`src/rtl/mem_access_stage.sv`:
```
// Data-memory access stage: drives the word-wide req/ack memory port,
// forms byte lanes, extracts loads. Optional define: MEM_ALIGN_CHECK_EN.
module mem_access_stage #(
    parameter int unsigned ACK_TIMEOUT = 255
) (
    input  logic        Clk,
    input  logic        Reset,
    input  logic        ExValid,
    input  logic [31:0] ALUResult,
    input  logic [31:0] StoreData,
    input  logic        MemRead,
    input  logic        MemWrite,
    input  logic [1:0]  MemSize,
    input  logic        LoadSigned,
    output logic        Stall,
    output logic        WbValid,
    output logic [31:0] WbData,
    output logic        BusErr,
    output logic        AlignErr,
    output logic        MemReq,
    output logic        MemWe,
    output logic [31:0] MemAddr,
    output logic [3:0]  MemByteEn,
    output logic [31:0] MemWData,
    input  logic        MemAck,
    input  logic [31:0] MemRData
);

    typedef enum logic [1:0] {
        IDLE = 2'd0,
        REQ  = 2'd1,
        RESP = 2'd2
    } state_t;

    localparam logic [31:0] TO_LAST = ACK_TIMEOUT - 1;

    state_t      state_q, state_d;
    logic [31:0] addr_q, addr_d;
    logic [31:0] wdata_q, wdata_d;
    logic [31:0] wb_data_q, wb_data_d;
    logic [31:0] cnt_q, cnt_d;
    logic [3:0]  be_q, be_d;
    logic [1:0]  size_q, size_d;
    logic [1:0]  off_q, off_d;
    logic        we_q, we_d;
    logic        sign_q, sign_d;
    logic        bus_err_q, bus_err_d;
    logic        align_err_q, align_err_d;

    logic        is_mem;
    logic        is_store;
    logic        misalign;
    logic        timeout;
    logic [3:0]  lane_be;
    logic [1:0]  lane_off;
    logic [31:0] lane_wdata;
    logic [31:0] shifted;
    logic [31:0] load_val;

    // A read+write collision is handled as a load.
    assign is_mem   = MemRead | MemWrite;
    assign is_store = MemWrite & ~MemRead;
    assign timeout  = (ACK_TIMEOUT != 0) && (cnt_q == TO_LAST);

`ifdef MEM_ALIGN_CHECK_EN
    assign misalign = (MemSize == 2'b01 && ALUResult[0]) ||
                      (MemSize[1] && ALUResult[1:0] != 2'b00);
`else
    assign misalign = 1'b0;
`endif

    // Byte lanes, replicated store data and load shift for the incoming op.
    always_comb begin
        lane_be    = 4'b1111;
        lane_wdata = StoreData;
        lane_off   = 2'b00;
        unique case (MemSize)
            2'b00: begin
                lane_be    = 4'b0001 << ALUResult[1:0];
                lane_wdata = {4{StoreData[7:0]}};
                lane_off   = ALUResult[1:0];
            end
            2'b01: begin
                lane_be    = ALUResult[1] ? 4'b1100 : 4'b0011;
                lane_wdata = {2{StoreData[15:0]}};
                lane_off   = {ALUResult[1], 1'b0};
            end
            default: ;
        endcase
    end

    // Extract and extend the addressed field of the returned word.
    always_comb begin
        shifted  = MemRData >> {off_q, 3'b000};
        load_val = MemRData;
        unique case (size_q)
            2'b00: load_val = sign_q ? {{24{shifted[7]}}, shifted[7:0]}
                                     : {24'b0, shifted[7:0]};
            2'b01: load_val = sign_q ? {{16{shifted[15]}}, shifted[15:0]}
                                     : {16'b0, shifted[15:0]};
            default: ;
        endcase
    end

    // Next-state and datapath updates; an ack beats a same-edge timeout.
    always_comb begin
        state_d     = state_q;
        addr_d      = addr_q;
        wdata_d     = wdata_q;
        wb_data_d   = wb_data_q;
        cnt_d       = cnt_q;
        be_d        = be_q;
        size_d      = size_q;
        off_d       = off_q;
        we_d        = we_q;
        sign_d      = sign_q;
        bus_err_d   = bus_err_q;
        align_err_d = align_err_q;
        unique case (state_q)
            REQ: begin
                cnt_d = cnt_q + 32'd1;
                if (MemAck) begin
                    state_d   = RESP;
                    wb_data_d = we_q ? 32'd0 : load_val;
                    bus_err_d = 1'b0;
                end else if (timeout) begin
                    state_d   = RESP;
                    wb_data_d = 32'd0;
                    bus_err_d = 1'b1;
                end
            end
            default: begin
                state_d = IDLE;
                if (ExValid) begin
                    bus_err_d   = 1'b0;
                    align_err_d = 1'b0;
                    if (!is_mem) begin
                        state_d   = RESP;
                        wb_data_d = ALUResult;
                    end else if (misalign) begin
                        state_d     = RESP;
                        wb_data_d   = 32'd0;
                        align_err_d = 1'b1;
                    end else begin
                        state_d = REQ;
                        addr_d  = {ALUResult[31:2], 2'b00};
                        be_d    = lane_be;
                        wdata_d = lane_wdata;
                        we_d    = is_store;
                        size_d  = MemSize;
                        sign_d  = LoadSigned;
                        off_d   = lane_off;
                        cnt_d   = 32'd0;
                    end
                end
            end
        endcase
    end

    // State and datapath registers.
    always_ff @(posedge Clk or posedge Reset) begin
        if (Reset) begin
            state_q     <= IDLE;
            addr_q      <= '0;
            wdata_q     <= '0;
            wb_data_q   <= '0;
            cnt_q       <= '0;
            be_q        <= '0;
            size_q      <= '0;
            off_q       <= '0;
            we_q        <= 1'b0;
            sign_q      <= 1'b0;
            bus_err_q   <= 1'b0;
            align_err_q <= 1'b0;
        end else begin
            state_q     <= state_d;
            addr_q      <= addr_d;
            wdata_q     <= wdata_d;
            wb_data_q   <= wb_data_d;
            cnt_q       <= cnt_d;
            be_q        <= be_d;
            size_q      <= size_d;
            off_q       <= off_d;
            we_q        <= we_d;
            sign_q      <= sign_d;
            bus_err_q   <= bus_err_d;
            align_err_q <= align_err_d;
        end
    end

    assign Stall     = (state_q == REQ);
    assign MemReq    = (state_q == REQ);
    assign WbValid   = (state_q == RESP);
    assign WbData    = wb_data_q;
    assign BusErr    = bus_err_q;
    assign AlignErr  = align_err_q;
    assign MemWe     = we_q;
    assign MemAddr   = addr_q;
    assign MemByteEn = be_q;
    assign MemWData  = wdata_q;

endmodule

```
`config.mk`:
```
export PLATFORM = sky130hd
export DESIGN_NAME = mem_access_stage
export DESIGN_NICKNAME = d
export VERILOG_FILES = /design/src/rtl/mem_access_stage.sv
export SDC_FILE = /design/constraint.sdc
export NUM_CORES = 1
export LEC_CHECK = 0
export CAP_MARGIN = 30
export CORE_AREA = 10 10 161 163
export DETAILED_ROUTE_END_ITERATION = 6
export DIE_AREA = 0 0 171 173
export PLACE_DENSITY = 0.57
export SLEW_MARGIN = 20
export SYNTH_ARGS = -nofsm -noshare
export SYNTH_HDL_FRONTEND = slang
export SYNTH_SLANG_ARGS = --single-unit
```
`constraint.sdc`:
```
create_clock -name Clk -period 4.3 [get_ports Clk]
set_clock_uncertainty 0.05 [all_clocks]
set_input_delay 0.86 -clock Clk [delete_from_list [all_inputs] [get_ports Clk]]
set_output_delay 0.86 -clock Clk [all_outputs]
set_load 0.03 [all_outputs]
```
==> results.md <==
* Status: completed
* Avg Cell Area, Syn at 10.3 µm²
* Wirelength per Cell at 19.5 µm
* Comb power frac at 42.1%
* Max clock buf depth at 2
* Synth Cell Area at 6960 µm²
* Nets at 976
* Worst hold margin at 0.428 ns
* I/O Buffers at 207
* CTS tree: yes
* Core ar. at 22,600 µm²
* Die area at 29,600 µm²
* Antenna violations before repair at 2
* Yosys warnings at 0
* CP top delay family: simple AND/OR/NAND/NOR gates
* Placed Cells incl. Taps at 1,135
* Routability cong. at 0.819
* Vias at 5,916
* Initial Util at 30.8%
* Slew headroom at 43.2%
* RSZ-0062 raised after global routing: no
* Clock Power Share at 25.5%
* Critical path capture point type: register
* N_diodes at 0
* NetSw at 2.24 mW
* Mapped Cells at 673
* Sequence of cells on the critical path: or4_1, or4_4, nor4_4, o21ai_4, buf_4, mux2_4
* CTS root buf: clkbuf_16
* Total Routing Usage GR at 15.1%
* Buffers & Inverters on Critical Path at 1
* Worst-path fanout max at 26
* # H-tree levels at 4
* Switching share of power at 38.1%
* # setup viols final at 0
* Maximum VDD drop at 0.000241 V
* Drt drc at 0
* Pwr dens at 590 nW/µm²
* DRT Pass-1 Iters at 4
* Reg power frac at 32.4%
* Netlist cell types at 48
* I/O pins at 211
* Total Wirelength at 22,800 µm
* CTS Buf Count at 17
* Vias in the first global route at 6,106
* DIE HEIGHT at 173 µm
* Worst EP required at 4.55 ns
* Slowest cell on the critical path: or4_1
* Fmax at 0.344 GHz
* Post-cts resize count at 0
* FF+latch count, synth at 139
* Hold_buf cts at 0
* Post-CTS setup buffer count at 0
* Synth Flop Type: dfrtp_1
* CTS Sinks at 139
* Max-cap violation count at 0
* Final ANT Viol Nets at 0
* Post-synth EDFFs at 0
* Critical path class: reg -> reg
* Skew-Pair Late Insertion Delay at 0.42 ns
* Rows at 55
* Leakage at 4.16 nW
* First-pass GRT wire length at 35,500 µm
* Finished Layout Cells at 1,167
* Final period util at 67.6%
* Worst slew pin tran at 0.849 ns
* Grt ovf at 0
* Sequential fraction of the synthesis area at 50.0%
* CTS clock-pin slew for the worst setup and hold paths at 0.06 ns
* Async set-reset flop share out of synthesis at 100%
* Final TNS setup at 0 ns
* CP Data Arrival Time at 3.15 ns
* Hold crit path type: reg -> reg
* Pint at 3.63 mW
* Number of DRC markers in iteration 0 at 269
* Horiz. Die Dim at 171 µm
* Final Critical Period at 2.91 ns
* Vias per std cell at 5.07
* Crit-path max cell delay at 0.53 ns
* Largest net degree at the start of global routing at 58
* Fin. Hold Viols at 0
* Max Slew Vio Count at 0
* HPWL Detailed at 16,900 µm
* CP startpoint kind: register
* Share of cells above drive strength 1 at 13.3%
* Area delta synth->final at 42.9%
logic make-up after synthesis:
group	count (synthesis)	synth area share, %
flip-flops	139	50.0
AND/OR/NAND/NOR	200	14.1
AO/OA/AOI/OAI	156	15.1
adder cells (fa/ha/maj)	2	0.360
multiplexers	95	15.4
XOR/XNOR	1	0.126
buffers and inverters	79	4.85
other	1	0.0539
sequential cells by signal, summed over array words and instances, names as in the netlist:
register   flops
WbData        32
MemByteEn      4
size_q         2
sign_q         1
state_q        2
MemWe          1
MemAddr       30
MemWData      32
off_q          2
BusErr         1
cnt_q         32
final timing paths:
path | start | endpoint | slack (ns) | cells after the start
max | cnt_q[16] | WbData[6] | 1.39 | 6
min | MemWData[9] | MemWData[9] | 0.43 | 2
max reg2reg | cnt_q[16] | WbData[6] | 1.39 | 6
min reg2reg | MemWData[9] | MemWData[9] | 0.43 | 2
max in group asynchronous | Reset | MemAddr[25] | 2.50 | 3
min in group asynchronous | Reset | MemAddr[14] | 0.88 | 2
power by group through the flow:
stage	clock, mW	combinational, mW	sequential [mW]
floorplan	0	0.774	2.55
global placement	0	2.49	1.91
detailed placement	0	2.51	1.92
CTS	1.53	2.51	1.90
global route	1.59	2.64	1.95
finish	1.50	2.47	1.90
cell usage in the layout (no fill, tap or decap), types with 11 or more instances in the layout:
cell type        synthesis  routed
clkdlybuf4s50_1          0     207
dfrtp_1                139     139
nand2_1                101     101
o21ai_0                 55      55
mux2_2                  48      48
mux2i_1                 35      35
inv_1                   31      30
a32oi_1                 22      22
o211ai_1                20      20
nand3_1                 20      20
nor2_1                  17      17
o31ai_1                 17      17
clkbuf_16                0      17
a21oi_1                 16      16
nand2b_1                16      14
mux2_4                  12      12
buf_4                    5      12
nand3b_1                11      11
synth_stat cells, types with 3 or more instances:
master	count	area share (%)
buf_4	5	0.54
buf_6	3	0.49
o221ai_1	6	0.76
nor2_1	17	0.92
o211ai_1	20	2.2
o31ai_1	17	1.8
nand3b_1	11	1.2
a32oi_1	22	2.8
mux2i_1	35	5.0
and2_1	3	0.27
o21ai_0	55	4.0
a21oi_1	16	1.2
a221oi_1	8	1.0
nand4_1	8	0.72
nand3_1	20	1.4
inv_1	31	1.7
nor4_1	5	0.45
dfrtp_1	139	50
nand2_1	101	5.4
nor2b_1	3	0.27
mux2_4	12	2.6
nand2b_1	16	1.4
clkbuf_1	40	2.2
mux2_2	48	7.8
tightest hold or removal path, cell delays in order, from the launching register on:
cell     delay, ns
dfrtp_1       0.34
nand2_1       0.04
o21ai_0       0.06
area by class of cell:
| class | count | area, µm² |
|---|---|---|
| fillers | 2212 | 12600 |
| clock inverters | 14 | 159 |
| multi-input cells | 457 | 3170 |
| well taps | 285 | 357 |
| inverters | 31 | 120 |
| repair buffers | 223 | 2230 |
| clock buffers | 18 | 439 |
| flip-flops and latches | 139 | 3480 |
per-stage QoR:
| stage | utilization (%) | power [mW] | instance area [µm²] | setup WS [ns] |
|---|---|---|---|---|
| CTS | 44.1 | 5.95 | 9950 | 1.38 |
| global placement | 41.4 | 4.40 | 9340 | 1.09 |
| finish | 44.1 | 5.87 | 9950 | 1.39 |
| detailed placement | 41.4 | 4.42 | 9350 | 1.05 |
| floorplan | - | 3.33 | 6970 | 1.65 |
| global route | 44.1 | 6.18 | 9950 | 1.21 |
per-layer routing:
metal	GRT usage, %	share of wire, %	vias to the layer above
li1	-	-	2824
met1	18.6	43	2857
met2	23.9	45	205
met3	6.19	9.7	26
met4	4.06	1.8	4
met5	0	0.10	-
(Power assumes the default switching activity.)
